## config.mk

```make
export PLATFORM = sky130hd
export DESIGN_NAME = ucomb_scan
export DESIGN_NICKNAME = d
export VERILOG_FILES = /design/src/rtl/ucomb_pkg.sv /design/src/rtl/ucomb_scan_shreg.sv /design/src/rtl/ucomb_scan.sv
export SDC_FILE = /design/constraint.sdc
export NUM_CORES = 1
export LEC_CHECK = 0
export BUFFER_PORTS_ARGS = -buffer_cell sky130_fd_sc_hd__clkbuf_2
export CAP_MARGIN = 20
export CORE_MARGIN = 2
export CORE_UTILIZATION = 38
export DETAILED_ROUTE_END_ITERATION = 8
export PLACE_DENSITY = 0.56
export SETUP_SLACK_MARGIN = 0.2
export SLEW_MARGIN = 5
export SYNTH_ARGS = -nofsm -noshare
export SYNTH_HDL_FRONTEND = slang
export SYNTH_SLANG_ARGS = --single-unit
export TNS_END_PERCENT = 5
```

## constraint.sdc

```tcl
create_clock -name wb_clk_i -period 6.1 [get_ports wb_clk_i]
set_input_delay 1.22 -clock wb_clk_i [delete_from_list [all_inputs] [get_ports wb_clk_i]]
set_output_delay 1.22 -clock wb_clk_i [all_outputs]
set_load 0.1 [all_outputs]
```

## src/rtl/ucomb_pkg.sv

```systemverilog
// Shared widths, FSM states and bench constants for the ucomb scan wrapper.
package ucomb_pkg;

    localparam int unsigned UCOMB_IN_W  = 27;
    localparam int unsigned UCOMB_OUT_W = 6;

    // Low nibble that, together with in[26], selects the fabric reference mode.
    localparam logic [3:0] REFMODE_KEY = 4'b0011;

    typedef enum logic [1:0] {
        IDLE      = 2'd0,
        SETTLE    = 2'd1,
        SHIFT_OUT = 2'd2,
        DONE      = 2'd3
    } state_t;

endpackage

```

## src/rtl/ucomb_scan_shreg.sv

```systemverilog
// Serial-in shift register with a saturating count of bits received.
module ucomb_scan_shreg #(
    parameter int unsigned WIDTH = 27
) (
    input  logic             clk,
    input  logic             rst,
    input  logic             shift_en,
    input  logic             sdi,
    input  logic             cnt_clr,
    output logic [WIDTH-1:0] shreg,
    output logic             full_c
);

    localparam int unsigned CNT_W = $clog2(WIDTH + 1);

    logic [CNT_W-1:0] bit_cnt;

    assign full_c = (bit_cnt == CNT_W'(WIDTH));

    // Shift MSB-first; extra bits push the oldest ones out, count saturates.
    always_ff @(posedge clk or posedge rst) begin
        if (rst) begin
            shreg   <= '0;
            bit_cnt <= '0;
        end else begin
            if (shift_en) begin
                shreg <= {shreg[WIDTH-2:0], sdi};
                if (!full_c) begin
                    bit_cnt <= bit_cnt + CNT_W'(1);
                end
            end
            if (cnt_clr) begin
                bit_cnt <= '0;
            end
        end
    end

endmodule

```

## src/rtl/ucomb_scan.sv

```systemverilog
// Serial loader / sampler around ucomb_full: shift stimulus in, apply, wait, capture, shift out.
module ucomb_scan
    import ucomb_pkg::*;
#(
    parameter int unsigned WIDTH_IN      = UCOMB_IN_W,
    parameter int unsigned WIDTH_OUT     = UCOMB_OUT_W,
    parameter int unsigned SETTLE_CYCLES = 2
) (
    input  logic                 wb_clk_i,
    input  logic                 wb_rst_i,
    input  logic                 sdi,
    input  logic                 sdi_valid,
    input  logic                 load,
    output logic [WIDTH_IN-1:0]  stim_out,
    input  logic [WIDTH_OUT-1:0] resp_in,
    output logic                 sdo,
    output logic                 sdo_valid,
    output logic                 busy,
    output logic                 done,
    output logic                 load_err
);

    localparam int unsigned SCNT_W = (SETTLE_CYCLES > 0) ? $clog2(SETTLE_CYCLES + 1) : 1;
    localparam int unsigned OCNT_W = (WIDTH_OUT > 1) ? $clog2(WIDTH_OUT) : 1;

    state_t               state, state_nx;
    logic [SCNT_W-1:0]    scnt, scnt_nx;
    logic [OCNT_W-1:0]    ocnt, ocnt_nx;
    logic [OCNT_W-1:0]    idx;
    logic [WIDTH_OUT-1:0] resp_reg, resp_nx;
    logic [WIDTH_IN-1:0]  stim_nx;
    logic [WIDTH_IN-1:0]  shreg;
    logic                 full_c;
    logic                 shift_en;
    logic                 cnt_clr;
    logic                 err_nx;
    logic                 sdo_nx;

    ucomb_scan_shreg #(
        .WIDTH (WIDTH_IN)
    ) u_shreg (
        .clk      (wb_clk_i),
        .rst      (wb_rst_i),
        .shift_en (shift_en),
        .sdi      (sdi),
        .cnt_clr  (cnt_clr),
        .shreg    (shreg),
        .full_c   (full_c)
    );

    // Next-state, datapath updates and next values of the registered outputs.
    always_comb begin
        state_nx = state;
        scnt_nx  = scnt;
        ocnt_nx  = ocnt;
        resp_nx  = resp_reg;
        stim_nx  = stim_out;
        shift_en = 1'b0;
        cnt_clr  = 1'b0;
        err_nx   = 1'b0;

        case (state)
            IDLE: begin
                if (load) begin
                    if (full_c) begin
                        stim_nx  = shreg;
                        scnt_nx  = SCNT_W'(SETTLE_CYCLES);
                        state_nx = SETTLE;
                    end else begin
                        err_nx = 1'b1;
                    end
                end else if (sdi_valid) begin
                    shift_en = 1'b1;
                end
            end
            SETTLE: begin
                if (scnt != '0) begin
                    scnt_nx = scnt - SCNT_W'(1);
                end else begin
                    resp_nx  = resp_in;
                    ocnt_nx  = '0;
                    state_nx = SHIFT_OUT;
                end
            end
            SHIFT_OUT: begin
                if (ocnt == OCNT_W'(WIDTH_OUT - 1)) begin
                    state_nx = DONE;
                end else begin
                    ocnt_nx = ocnt + OCNT_W'(1);
                end
            end
            DONE: begin
                cnt_clr  = 1'b1;
                state_nx = IDLE;
            end
            default: state_nx = IDLE;
        endcase

        idx    = OCNT_W'(WIDTH_OUT - 1) - ocnt_nx;
        sdo_nx = (state_nx == SHIFT_OUT) ? resp_nx[idx] : 1'b0;
    end

    // State, datapath and output registers.
    always_ff @(posedge wb_clk_i or posedge wb_rst_i) begin
        if (wb_rst_i) begin
            state     <= IDLE;
            scnt      <= '0;
            ocnt      <= '0;
            resp_reg  <= '0;
            stim_out  <= '0;
            sdo       <= 1'b0;
            sdo_valid <= 1'b0;
            busy      <= 1'b0;
            done      <= 1'b0;
            load_err  <= 1'b0;
        end else begin
            state     <= state_nx;
            scnt      <= scnt_nx;
            ocnt      <= ocnt_nx;
            resp_reg  <= resp_nx;
            stim_out  <= stim_nx;
            sdo       <= sdo_nx;
            sdo_valid <= (state_nx == SHIFT_OUT);
            busy      <= (state_nx != IDLE);
            done      <= (state_nx == DONE);
            load_err  <= err_nx;
        end
    end

endmodule
```

# Word-level counts from Yosys, hierarchy flattened
# Index checks and enable logic that the tools add are counted.
[classes]
reduce_logical = 8
eq_ne = 11
multipliers = 0
bitwise = 0
div = 0
order_cmp = 1
shift = 0
addsub = 4
n_mux = 27
[ops]
columns = ["op", "n"]
rows = [
  ["5-bit 2-to-1 mux", 3],
  ["2-bit 2-to-1 mux", 7],
  ["6-bit 2-to-1 mux", 2],
  ["1-bit 2-to-1 mux", 9],
  ["2-bit == test (second input constant)", 4],
  ["2-bit case mux with 4 select lines", 1],
  ["2-bit nonzero test", 4],
  ["3-bit 2-to-1 mux", 2],
  ["2-bit != test (second input constant)", 3],
  ["3-bit case mux with 2 select lines", 1],
  ["5-bit by 1-bit adder with 5-bit output (second input constant)", 1],
  ["5-bit == test (second input constant)", 1],
  ["3-bit by 4-bit < comparator with 1-bit output (second input constant)", 1],
  ["2-bit case mux with 2 select lines", 1],
  ["4-bit AND reduction", 1],
  ["3-bit by 1-bit adder with 3-bit output (second input constant)", 1],
  ["1-bit binary-select mux with 3-bit select", 1],
  ["3-bit == test (second input constant)", 1],
  ["3-bit AND reduction", 1],
  ["3-bit subtractor (first input constant)", 1],
  ["2-bit by 1-bit == test with 1-bit output (second input constant)", 1],
  ["2-bit zero test", 1],
  ["2-bit by 1-bit != test with 1-bit output (second input constant)", 1],
  ["2-bit AND reduction", 1],
  ["2-bit by 1-bit subtractor with 2-bit output (second input constant)", 1],
]
[word_totals]
ram_bits = 0
mem_count = 0
out_inout_bits = 32
word_cells = 63
latch_bits = 0
mem_bits_ro = 0
register_bits = 77

# Logic depth before layout (Yosys ltp)
[depth]
word_depth = 7
depth_mapped = 9
mapped_depth_nobuf = 8

# By module
# From an unflattened synthesis, not the netlist that was laid out.
[unflattened]
cells_unflattened = 239
area_unflattened_um2 = 3250.6
[by_module_without_submodules]
columns = ["module", "n_inst", "area_per_inst_um2", "seq_area_each_um2", "cells_each"]
rows = [
  ["ucomb_scan", 1, 2003.2, 1126.1, 157],
  ["ucomb_scan_shreg", 1, 1247.4, 800.8, 82],
]

# Worst setup path after synthesis
# No wires, ideal clock.
[synth_path]
kind = "input port to flip-flop"
startpoint = "input load"
endpoint = "register stim_out[14]"
path_buffers = 1
arrival_ps = 2055
setup_slack_ps = 3920
path_stages = 4
setup_time_ps = 125
path_cell_list = "nand2_1 -> nor2_1 -> buf_4 -> mux2_2"
[synth_via]
elab_chain_cells = 1
[synth_rtl]
columns = ["item", "line", "source"]
rows = [
  ["start: declaration", "ucomb_scan.sv:13", "input logic load,"],
  ["3-bit AND reduction (no source line)", "-", ""],
  ["end signal: assignment", "ucomb_scan.sv:121", "stim_out <= stim_nx;"],
  ["end: declaration", "ucomb_scan.sv:14", "output logic [WIDTH_IN-1:0] stim_out,"],
]
# Every way passes these cells.
# A chain may end at the register's enable or synchronous reset.

# Worst setup path after layout
[layout_path]
startpoint = "register stim_out[14]"
endpoint = "output stim_out[14]"
# No word-level cell between the ends.

==> results_dict.tcl <==
set metrics [dict create \
    status "finished, final reports clean" \
    skew_ps 9.26 \
    row_count 33 \
    setup_tns_ps 0 \
    ys.flop_type "dfrtp_1" \
    overflow 0 \
    dieArea_sq_um 9290 \
    dpl_cell_area_sq_um 3560 \
    ant_nets 0 \
    final_cells 450 \
    start_util_pct 39.3 \
    dp.cells 435 \
    avgSynthCellArea_sq_um 11.0 \
    crit_type "flip-flop to output pin" \
    critPathMaxFanout 2 \
    detail_route.wl_per_cell_microns 13.4 \
    syn_inst 296 \
    nets 360 \
    yosys_warnings 0 \
    power_uw 1590 \
    core_area_sq_um 8260 \
    htreeDepth 3 \
    worst_pin_slew_ps 701 \
    period_needed_ps 2420 \
    ys_types 35 \
    clock_sinks 77 \
    remaining_drc_errors 0 \
    dr.pass1.iters 4 \
    async_flop_share_pct 100 \
    grt_usage_pct 14.8 \
    path_cells "clkbuf_2" \
    layout-drive-gt1-share_pct 28.1 \
    fp.dieH_microns 96.4 \
    post_cts_buffers 0 \
    gp_congestion 0.841 \
    synth-edff-count 0 \
    required_ps 4880 \
    seq_area_frac_synth_pct 59.4 \
    antenna_found_initial 0 \
    grt_max_degree 57 \
    antenna_cells 0 \
    hold_slack_ps 484 \
    path_clk_slew_ps 80 \
    routed_via_density 4.86 \
    final_cell_mix "nand2_1, dfrtp_1, clkbuf_2" \
    grt_pass1_vias 2137 \
    routed_wirelength_microns 6030 \
    critPathLaunchType "flip-flop" \
    slowest_stage "clkbuf_2" \
    grt_pass1_wl_microns 10300 \
    cts-root-buf "clkbuf_8" \
    cp_num_buf_inv 1 \
    area_delta_synth_final_pct 16.4 \
    slew_headroom_pct 53.3 \
    top_layer_used "met4" \
    final.fill_count 784 \
    wl_met2_microns 2870 \
    vdd_drop_max_mv 0.150 \
    ctsLongestPathBuffers 2 \
    setup_violations 0 \
    dieWidth_microns 96.4 \
    tritoncts "built" \
    ios 43 \
    cp_slowest_stage_delay_ps 470 \
    drv_cap 0 \
    syn_nets 315 \
    worstPathArrival_ps 1200 \
    maxSlewViolCount 0 \
    fmax_ghz 0.413 \
    drt-met1-wl_microns 2720 \
    route.vias.total 2188 \
    ys_seq_elements 77 \
    period_share_pct 39.7 \
    synth_area_sq_um 3240 \
    clock_latency_ps 340 \
    hp-class "flip-flop to flip-flop" \
    cts_resized 0 \
    timing.final.hold_violations 0 \
    final_common_cell "nand2_1" \
    design_area_sq_um 3780 \
    endpoint_kind "output pin" \
    cts_buffers 9 \
    power.density_nw_per_um2 421 \
    crit_family "buffers and inverters" \
    leakage_uw 0.00202 \
    hold_buffers 0 \
    rsz0062_at_grt "no" \
    numPortBuffers 42 \
    wl_met3_microns 341 \
    dpl.hpwl_microns 4080 \
    drtIter0Drc 107 \
]
## final cells by class
type | instances | area, sq um | area share, %
multi-input combinational | 195 | 1220 | 32.2
sequential | 77 | 1930 | 51.0
clock buffer | 10 | 138 | 3.64
timing repair buffer | 45 | 233 | 6.16
clock inverter | 5 | 82.6 | 2.19
tap | 105 | 131 | 3.48
inverter | 13 | 48.8 | 1.29
## metal layers
metal	vias up	GRT usage, %
met5	-	0
met4	0	6.22
met3	11	4.97
met2	42	22.6
met1	1065	19.2
li1	1070	-
## synth_stat cells, types with 2 or more instances
cell | number | area [sq um]
nand3_1 | 7 | 35.0
inv_1 | 13 | 48.8
mux2_2 | 30 | 338
nand4b_1 | 2 | 17.5
mux2i_1 | 2 | 20.0
o21ai_0 | 3 | 15.0
o21ai_1 | 2 | 10.0
a22oi_1 | 2 | 15.0
nor2_1 | 11 | 41.3
or2_2 | 2 | 12.5
clkbuf_1 | 3 | 11.3
ha_1 | 8 | 100
xor2_1 | 4 | 35.0
nor2b_1 | 2 | 12.5
a21oi_1 | 3 | 15.0
and2_1 | 3 | 18.8
nand4_1 | 2 | 12.5
buf_2 | 6 | 30.0
dfrtp_1 | 77 | 1930
o2111ai_1 | 6 | 52.6
nand2_1 | 94 | 353
## metrics by stage
stage	setup WS [ps]	utilization, %
floorplan	2910	-
global placement	3170	43.0
detailed placement	3560	43.1
CTS	3660	45.7
global route	3620	45.7
finish	3680	45.7
## worst min-delay path, cell delays in order, from the launching register on
cell and delay (ps):
dfrtp_1 320, nand2_1 70, nand2_1 60
## final timing paths
path | startpoint | to | slack, ps | cells past startpoint
setup / recovery | stim_out[14]$_DFFE_PP0P_ | stim_out[14] | 3680 | 1
hold / removal | resp_reg[5]$_DFF_PP0_ | resp_reg[5]$_DFF_PP0_ | 480 | 2
setup reg to reg | state[0]$_DFF_PP0_ | stim_out[20]$_DFFE_PP0P_ | 4050 | 6
hold reg to reg | resp_reg[5]$_DFF_PP0_ | resp_reg[5]$_DFF_PP0_ | 480 | 2
max in group asynchronous | wb_rst_i | stim_out[20]$_DFFE_PP0P_ | 4180 | 3
min in group asynchronous | wb_rst_i | stim_out[10]$_DFFE_PP0P_ | 860 | 2
## cells by family after synthesis
family	Yosys count	synth area share [%]
simple gates	128	17.0
flops	77	59.4
compound gates	23	5.21
mux	32	11.0
buf+inv	24	3.16
xor+xnor	4	1.08
fa+ha+maj	8	3.09
## power breakdown
group | switching, uW | internal, uW
registers | 68.0 | 611
clock network | 184 | 242
logic | 330 | 153
No activity file was read; power rests on OpenSTA's default activity.
